## src/rtl/mul_pipe_pkg.sv

```systemverilog
// Shared constants and the stage payload type for the pipelined multiplier.
// The defaults here match the team's classic 32-bit multiplier configuration.
package mul_pipe_pkg;

  localparam int MP_WIDTH  = 32;
  localparam int MP_STAGES = 4;
  localparam int MP_TAG_W  = 4;
  localparam int CHUNK_W   = MP_WIDTH / MP_STAGES;

  // Payload carried between pipeline stages for the default configuration.
  typedef struct packed {
    logic                  valid;
    logic                  sign;
    logic                  smode;
    logic [MP_WIDTH-1:0]   a_abs;
    logic [MP_WIDTH-1:0]   b_rem;
    logic [2*MP_WIDTH-1:0] acc;
    logic [MP_TAG_W-1:0]   tag;
  } stage_t;

  function automatic int chunk_of(input int width, input int stages);
    return width / stages;
  endfunction

endpackage

```

## src/rtl/mul_pp_stage.sv

```systemverilog
// One partial-product accumulation stage: adds |a| times the lowest remaining
// chunk of |b| (shifted into place) to the accumulator, then retires that chunk.
module mul_pp_stage
  import mul_pipe_pkg::*;
#(
  parameter int  WIDTH     = MP_WIDTH,
  parameter int  CW        = CHUNK_W,
  parameter int  SHIFT     = 0,
  parameter type payload_t = stage_t
) (
  input  logic     CLK,
  input  logic     rst_n,
  input  logic     advance,
  input  payload_t i_pld,
  output payload_t o_pld
);

  localparam int ACC_W = 2 * WIDTH;

  logic [ACC_W-1:0] w_pp;
  payload_t         w_next;
  payload_t         r_pld;

  // NOTE: every variable gets a full default at the top of always_comb so no latch can form.
  always_comb begin
    w_pp         = ACC_W'(i_pld.a_abs) * ACC_W'(i_pld.b_rem[CW-1:0]);
    w_next       = i_pld;
    w_next.acc   = i_pld.acc + (w_pp << SHIFT);
    w_next.b_rem = i_pld.b_rem >> CW;
  end

  // NOTE: only the valid bit is reset; payload data in an empty slot is never observed.
  // NOTE: state is updated with non-blocking assignments so all stages shift together.
  always_ff @(posedge CLK) begin
    if (!rst_n) begin
      r_pld.valid <= 1'b0;
    end else if (advance) begin
      r_pld <= w_next;
    end
  end

  assign o_pld = r_pld;

endmodule

```

## src/rtl/mul_pipe.sv

```systemverilog
// Fully pipelined signed/unsigned multiplier with valid/ready on both sides.
// Capture -> STAGES accumulation stages -> result stage -> output register.
module mul_pipe
  import mul_pipe_pkg::*;
#(
  parameter int WIDTH  = MP_WIDTH,
  parameter int STAGES = MP_STAGES,
  parameter int TAG_W  = MP_TAG_W
) (
  input  logic             CLK,
  input  logic             rst_n,
  input  logic             in_valid,
  output logic             in_ready,
  input  logic             in_signed,
  input  logic [WIDTH-1:0] in_a,
  input  logic [WIDTH-1:0] in_b,
  input  logic [TAG_W-1:0] in_tag,
  output logic             out_valid,
  input  logic             out_ready,
  output logic [WIDTH-1:0] out_lo,
  output logic [WIDTH-1:0] out_hi,
  output logic             out_ovf,
  output logic [TAG_W-1:0] out_tag,
  output logic             busy
);

  localparam int CW    = chunk_of(WIDTH, STAGES);
  localparam int ACC_W = 2 * WIDTH;

  if (STAGES < 1 || (WIDTH % STAGES) != 0) begin : g_bad_cfg
    $error("mul_pipe: WIDTH must be a multiple of STAGES and STAGES must be >= 1");
  end

  typedef struct packed {
    logic             valid;
    logic             sign;
    logic             smode;
    logic [WIDTH-1:0] a_abs;
    logic [WIDTH-1:0] b_rem;
    logic [ACC_W-1:0] acc;
    logic [TAG_W-1:0] tag;
  } payload_t;

  logic             w_advance;
  logic             w_a_neg;
  logic             w_b_neg;
  payload_t         w_cap;
  payload_t         r_cap;
  payload_t         w_stage [STAGES+1];
  logic [ACC_W-1:0] w_prod;
  logic [WIDTH-1:0] w_lo;
  logic [WIDTH-1:0] w_hi;
  logic             w_ovf;
  logic             r_res_valid;
  logic             r_res_ovf;
  logic [WIDTH-1:0] r_res_lo;
  logic [WIDTH-1:0] r_res_hi;
  logic [TAG_W-1:0] r_res_tag;
  logic             w_busy;

  // A single global stall: the whole pipe moves only when the output slot frees up.
  assign w_advance = !out_valid || out_ready;
  assign in_ready  = w_advance && rst_n;

  // Magnitudes are exact for the most negative value: -(2^(W-1)) wraps to 2^(W-1) unsigned.
  always_comb begin
    w_a_neg     = in_signed & in_a[WIDTH-1];
    w_b_neg     = in_signed & in_b[WIDTH-1];
    w_cap       = '0;
    w_cap.valid = in_valid;
    w_cap.sign  = w_a_neg ^ w_b_neg;
    w_cap.smode = in_signed;
    w_cap.a_abs = w_a_neg ? -in_a : in_a;
    w_cap.b_rem = w_b_neg ? -in_b : in_b;
    w_cap.tag   = in_tag;
  end

  assign w_stage[0] = r_cap;

  for (genvar i = 0; i < STAGES; i++) begin : g_stage
    mul_pp_stage #(
      .WIDTH    (WIDTH),
      .CW       (CW),
      .SHIFT    (i * CW),
      .payload_t(payload_t)
    ) u_stage (
      .CLK    (CLK),
      .rst_n  (rst_n),
      .advance(w_advance),
      .i_pld  (w_stage[i]),
      .o_pld  (w_stage[i+1])
    );
  end

  always_comb begin
    w_prod = w_stage[STAGES].sign ? -w_stage[STAGES].acc : w_stage[STAGES].acc;
    w_lo   = w_prod[WIDTH-1:0];
    w_hi   = w_prod[ACC_W-1:WIDTH];
    w_ovf  = w_stage[STAGES].smode ? (w_hi != {WIDTH{w_lo[WIDTH-1]}}) : (w_hi != '0);
  end

  always_ff @(posedge CLK) begin
    if (!rst_n) begin
      r_cap.valid <= 1'b0;
      r_res_valid <= 1'b0;
      out_valid   <= 1'b0;
      out_lo      <= '0;
      out_hi      <= '0;
      out_ovf     <= 1'b0;
      out_tag     <= '0;
    end else if (w_advance) begin
      r_cap       <= w_cap;
      r_res_valid <= w_stage[STAGES].valid;
      if (w_stage[STAGES].valid) begin
        r_res_lo  <= w_lo;
        r_res_hi  <= w_hi;
        r_res_ovf <= w_ovf;
        r_res_tag <= w_stage[STAGES].tag;
      end
      out_valid <= r_res_valid;
      if (r_res_valid) begin
        out_lo  <= r_res_lo;
        out_hi  <= r_res_hi;
        out_ovf <= r_res_ovf;
        out_tag <= r_res_tag;
      end
    end
  end

  always_comb begin
    w_busy = r_cap.valid | r_res_valid | out_valid;
    for (int i = 1; i <= STAGES; i++) begin
      w_busy = w_busy | w_stage[i].valid;
    end
  end

  assign busy = w_busy;

endmodule
```

## config.mk

```make
export PLATFORM = sky130hd
export DESIGN_NAME = mul_pipe
export DESIGN_NICKNAME = d
export VERILOG_FILES = /design/src/rtl/mul_pipe_pkg.sv /design/src/rtl/mul_pp_stage.sv /design/src/rtl/mul_pipe.sv
export SDC_FILE = /design/constraint.sdc
export NUM_CORES = 2
export LEC_CHECK = 0
export CAP_MARGIN = 25
export CORE_MARGIN = 2
export CORE_UTILIZATION = 45
export CTS_BUF_LIST = sky130_fd_sc_hd__clkbuf_4
export CTS_CLUSTER_SIZE = 25
export DETAILED_ROUTE_END_ITERATION = 16
export DONT_BUFFER_PORTS = 1
export PLACE_DENSITY = 0.6
export SETUP_SLACK_MARGIN = 0.15
export SLEW_MARGIN = 20
export SYNTH_ARGS = -nofsm -noshare
export SYNTH_HDL_FRONTEND = slang
export SYNTH_HIERARCHICAL = 1
export SYNTH_SLANG_ARGS = --single-unit
```

## constraint.sdc

```tcl
create_clock -name CLK -period 14 [get_ports CLK]
set_input_delay 2.8 -clock CLK [delete_from_list [all_inputs] [get_ports CLK]]
set_output_delay 2.8 -clock CLK [all_outputs]
set_load 0.02 [all_outputs]
```

-- Word-level counts from Yosys, hierarchy flattened
Cells that the tools add are included.
- bits in registers: 615
- logic and storage cells: 73
- add/sub/neg operators: 6
- $mul: 4
- equal/unequal tests: 1
- mux-type cells: 4
- bitwise gates (word level): 9
- reductions and logical operators: 7
- operator list (kind ; count):
    32-bit by 8-bit multiplier with 40-bit output ; 4
    64-bit by 56-bit adder with 64-bit output ; 1
    64-bit adder ; 1
    32-bit two-way mux ; 2
    64-bit two-way mux ; 1
    32-bit negation ; 2
    64-bit negation ; 1
    40-bit by 48-bit adder with 49-bit output ; 1
    32-bit inequality test ; 1
    32-bit nonzero test ; 1
    1-bit OR ; 6
    2-bit AND reduction ; 2
    3-bit AND reduction ; 1
    1-bit AND ; 2
    1-bit logical AND ; 1
    1-bit zero test ; 1
    1-bit logical OR ; 1
    1-bit two-way mux ; 1
    1-bit bitwise XOR ; 1

-- Longest topological paths before layout
- depth in word-level cells: 6
- mapped depth: 30
- gate-level depth less buffers: 29

-- By module
Netlist, hierarchy kept.
- modules (own cells, without submodules) (module ; times used ; cells each ; area an instance (µm²) ; seq. area each (µm²)):
    mul_pp_stage (g_stage[1].u_stage) ; 1 ; 1449 ; 14631.5 ; 3803.6
    mul_pp_stage (g_stage[2].u_stage) ; 1 ; 1405 ; 14338.8 ; 3803.6
    mul_pp_stage (g_stage[3].u_stage) ; 1 ; 1314 ; 13792.0 ; 3803.6
    mul_pp_stage (g_stage[0].u_stage) ; 1 ; 1334 ; 13785.7 ; 3803.6
    mul_pipe ; 1 ; 990 ; 10306.1 ; 5615.4

-- Worst setup path after synthesis
OpenSTA, ideal clock, no wires.
- kind: input -> output
- start point: input port out_ready
- end point: output port in_ready
- data arrival time: 5.161 ns
- setup slack: 6.039 ns
- cell stages on the path: 3
- path buffers: 1
- path through: nand2b_1 -> clkbuf_1 -> and2_1
- cells in the longest elaborated chain, start to end: 2
- RTL lines (element ; line ; RTL):
    start: declaration ; mul_pipe.sv:19 ; input logic out_ready,
    1-bit logical OR ; mul_pipe.sv:62 ; assign w_advance = !out_valid || out_ready;
    named net w_advance ; mul_pipe.sv:44 ; logic w_advance;
    1-bit logical AND ; mul_pipe.sv:63 ; assign in_ready = w_advance && rst_n;
    end: declaration ; mul_pipe.sv:13 ; output logic in_ready,
The timed path passes the listed nets, and every way through them passes these cells.

==> flow_summary.yaml <==
clocking:
  cts-hold-fix-buffers: 0
  cts.sinks: 639
  numCtsBuffers: 171
  cts_tree: "built"
  cts-root-buf: "clkbuf_4"
  postCtsSetupBuffers: 0
  clockBufferDepth: 3
  cts.reportedPaths.clkPinSlew_ns: 0.07
  cts_resized: 0
  clkLatencyLatePin_ns: 1.13
  cts.htree.levels: 4
detailed_routing:
  drc_errors: 0
  drt_iter0_markers: 2605
  routed_via_density: 5.38
  wirelength_mm: 172
  vias: 45900
  routedWlPerCell_um: 20.2
  drt-pass1-iter-count: 7
  ant_nets: 0
worst_setup_path:
  arrival_ns: 8.86
  cp-start-kind: "flop"
  r2r_setup_slack_ns: 5.96
  reg2regPathDepth: 25
  endpoint_kind: "flop"
  criticalPathCategory: "flop to flop"
  crit_required_ns: 14.81
  crit_path_max_fanout: 32
  rr_startpoint: "g_stage[0].u_stage/o_pld[70]"
  r2r_end: "g_stage[1].u_stage/o_pld[48]"
sta:
  skew_ns: 0.0981
  worst_slew_pin_slew_ns: 1.08
  finalHoldViolCount: 0
  fin_crit_sh: 0.575
  setup_violations: 0
  fmax_ghz: 0.124
  tns_ns: 0
  rsz0062_at_grt: "no"
  slew_headroom: 0.278
  finalMaxSlewViolations: 0
  fin_crit_ns: 8.04
layout:
  drive_gt1_frac: 0.0645
  multiInputGateArea_um2: 42100
  fillerInstances: 13400
  syn_to_final_growth_pct: 7.29
  nets: 7725
  ff_latch_area_um2: 18400
grt:
  grt_pass1_wl_mm: 271
  track_usage: 0.239
  grt_max_degree: 83
  overflow: 0
  first_global_vias: 47500
  antenna_found_initial: 5
job:
  cap_violations: 0
floorplanning:
  die_h_um: 382
  die_area_um2: 146000
  num_io_pins: 145
  die_x_um: 382
  core-area_um2: 142000
  row_count: 138
  initial_core_util: 0.453
place:
  io_buffers: 0
  gp_congestion: 0.961
  dp_hpwl_mm: 137
min_path:
  holdPathStages: 0
  hp-start: "g_stage[1].u_stage/o_pld[3]"
  min_to: "g_stage[2].u_stage/o_pld[3]"
  hp-class: "flop to flop"
synthesis:
  yosys_warnings: 6
  syn_area_um2: 64200
  synth.avg_cell_area_um2: 10.1
  synthCells: 6376
status:
  status: "finished, final reports clean"
==> per-layer routing <==
layer	share of wire	global-route usage	up-vias
met5	0.000075	0	-
met4	0.033	0.0833	2
met3	0.040	0.0311	264
met2	0.49	0.403	1085
met1	0.44	0.317	23100
li1	-	-	21400
==> layout by cell type, fill, tap and decap left out, drive strengths merged, types with 30 or more instances in the layout <==
| cell type | count |
|---|---|
| edfxtp | 563 |
| nor2 | 193 |
| a21oi | 317 |
| o31ai | 35 |
| dfxtp | 76 |
| nand2 | 620 |
| o21ai | 192 |
| and2 | 797 |
| a21o | 111 |
| nor2b | 36 |
| nor4 | 42 |
| o211ai | 39 |
| xnor2 | 259 |
| xor2 | 148 |
| conb | 112 |
| o21bai | 36 |
| buf | 44 |
| a21boi | 79 |
| nand3 | 64 |
| inv | 877 |
| o21a | 37 |
| nand4 | 83 |
| nor3 | 66 |
| fa | 761 |
| nand2b | 30 |
| ha | 388 |
| clkbuf | 259 |
| and3 | 31 |
| a211oi | 30 |
| clkinv | 40 |
==> worst max-delay path by stage <==
stage | startpoint | to | slack [ns] | depth (start not counted)
6_report | g_stage[0].u_stage/o_pld[70] | g_stage[1].u_stage/o_pld[48] | 5.96 | 25
5_1_grt | g_stage[0].u_stage/o_pld[70] | g_stage[1].u_stage/o_pld[58] | 5.48 | 24
4_1_cts | g_stage[0].u_stage/o_pld[74] | g_stage[1].u_stage/o_pld[48] | 5.96 | 25
3_5_place_dp | g_stage[0].u_stage/o_pld[74] | g_stage[1].u_stage/o_pld[66] | 5.92 | 24
3_3_place_gp | g_stage[0].u_stage/o_pld[74] | g_stage[1].u_stage/o_pld[66] | 6.03 | 24
2_1_floorplan | out_ready | in_ready | 6.04 | 3
==> sequential cells by signal, indices dropped and copies added (netlist names), 4 cells and up <==
register and cells:
r_res_tag 4, out_lo 32, r_cap 71, out_hi 32
out_tag 4, r_res_lo 32, r_res_hi 32, g_stage.u_stage/o_pld 428
==> per-stage QoR <==
stage               utilization  hold slack (ns)  setup WS [ns]  cell area [um2]  instances
finish                    0.486            0.383           5.96            68900       8536
global route              0.486            0.383           5.48            68900       8533
CTS                       0.486            0.357           5.96            68700       8521
detailed placement        0.470            0.405           5.92            66500       8213
global placement          0.469            0.401           6.03            66500       8212
floorplan                     -            0.400           6.04            64600       6487
==> cell type report <==
class,instances,share of cell area
multi-input combinational,4776,0.612
clock inverter,49,0.00461
antenna,8,0.000291
timing repair buffer,44,0.00561
inverter,871,0.0475
tap,1890,0.0343
sequential,639,0.268
clock buffer,259,0.0282
==> critical path, cell delays in order, from the launching register on <==
cell and delay [ns]:
edfxtp_1 1.06, and2_1 0.26, fa_1 0.43, fa_1 0.48
fa_1 0.54, inv_1 0.06, fa_1 0.54, inv_1 0.05
ha_1 0.36, a211oi_2 0.24, o211ai_2 0.18, a31o_2 0.26
a21oi_1 0.23, nor3b_1 0.09, or3_1 0.31, a21oi_1 0.18
xnor2_1 0.18, ha_1 0.40, nand2_1 0.16, nor3_1 0.21
nand4_1 0.27, a21oi_1 0.43, a21boi_0 0.22, nor3_1 0.34
a31oi_1 0.17, xnor2_1 0.15
Power is left out: the tool's default activity adds up to more than one toggle a clock period on the data nets, which glitch-free logic cannot reach.
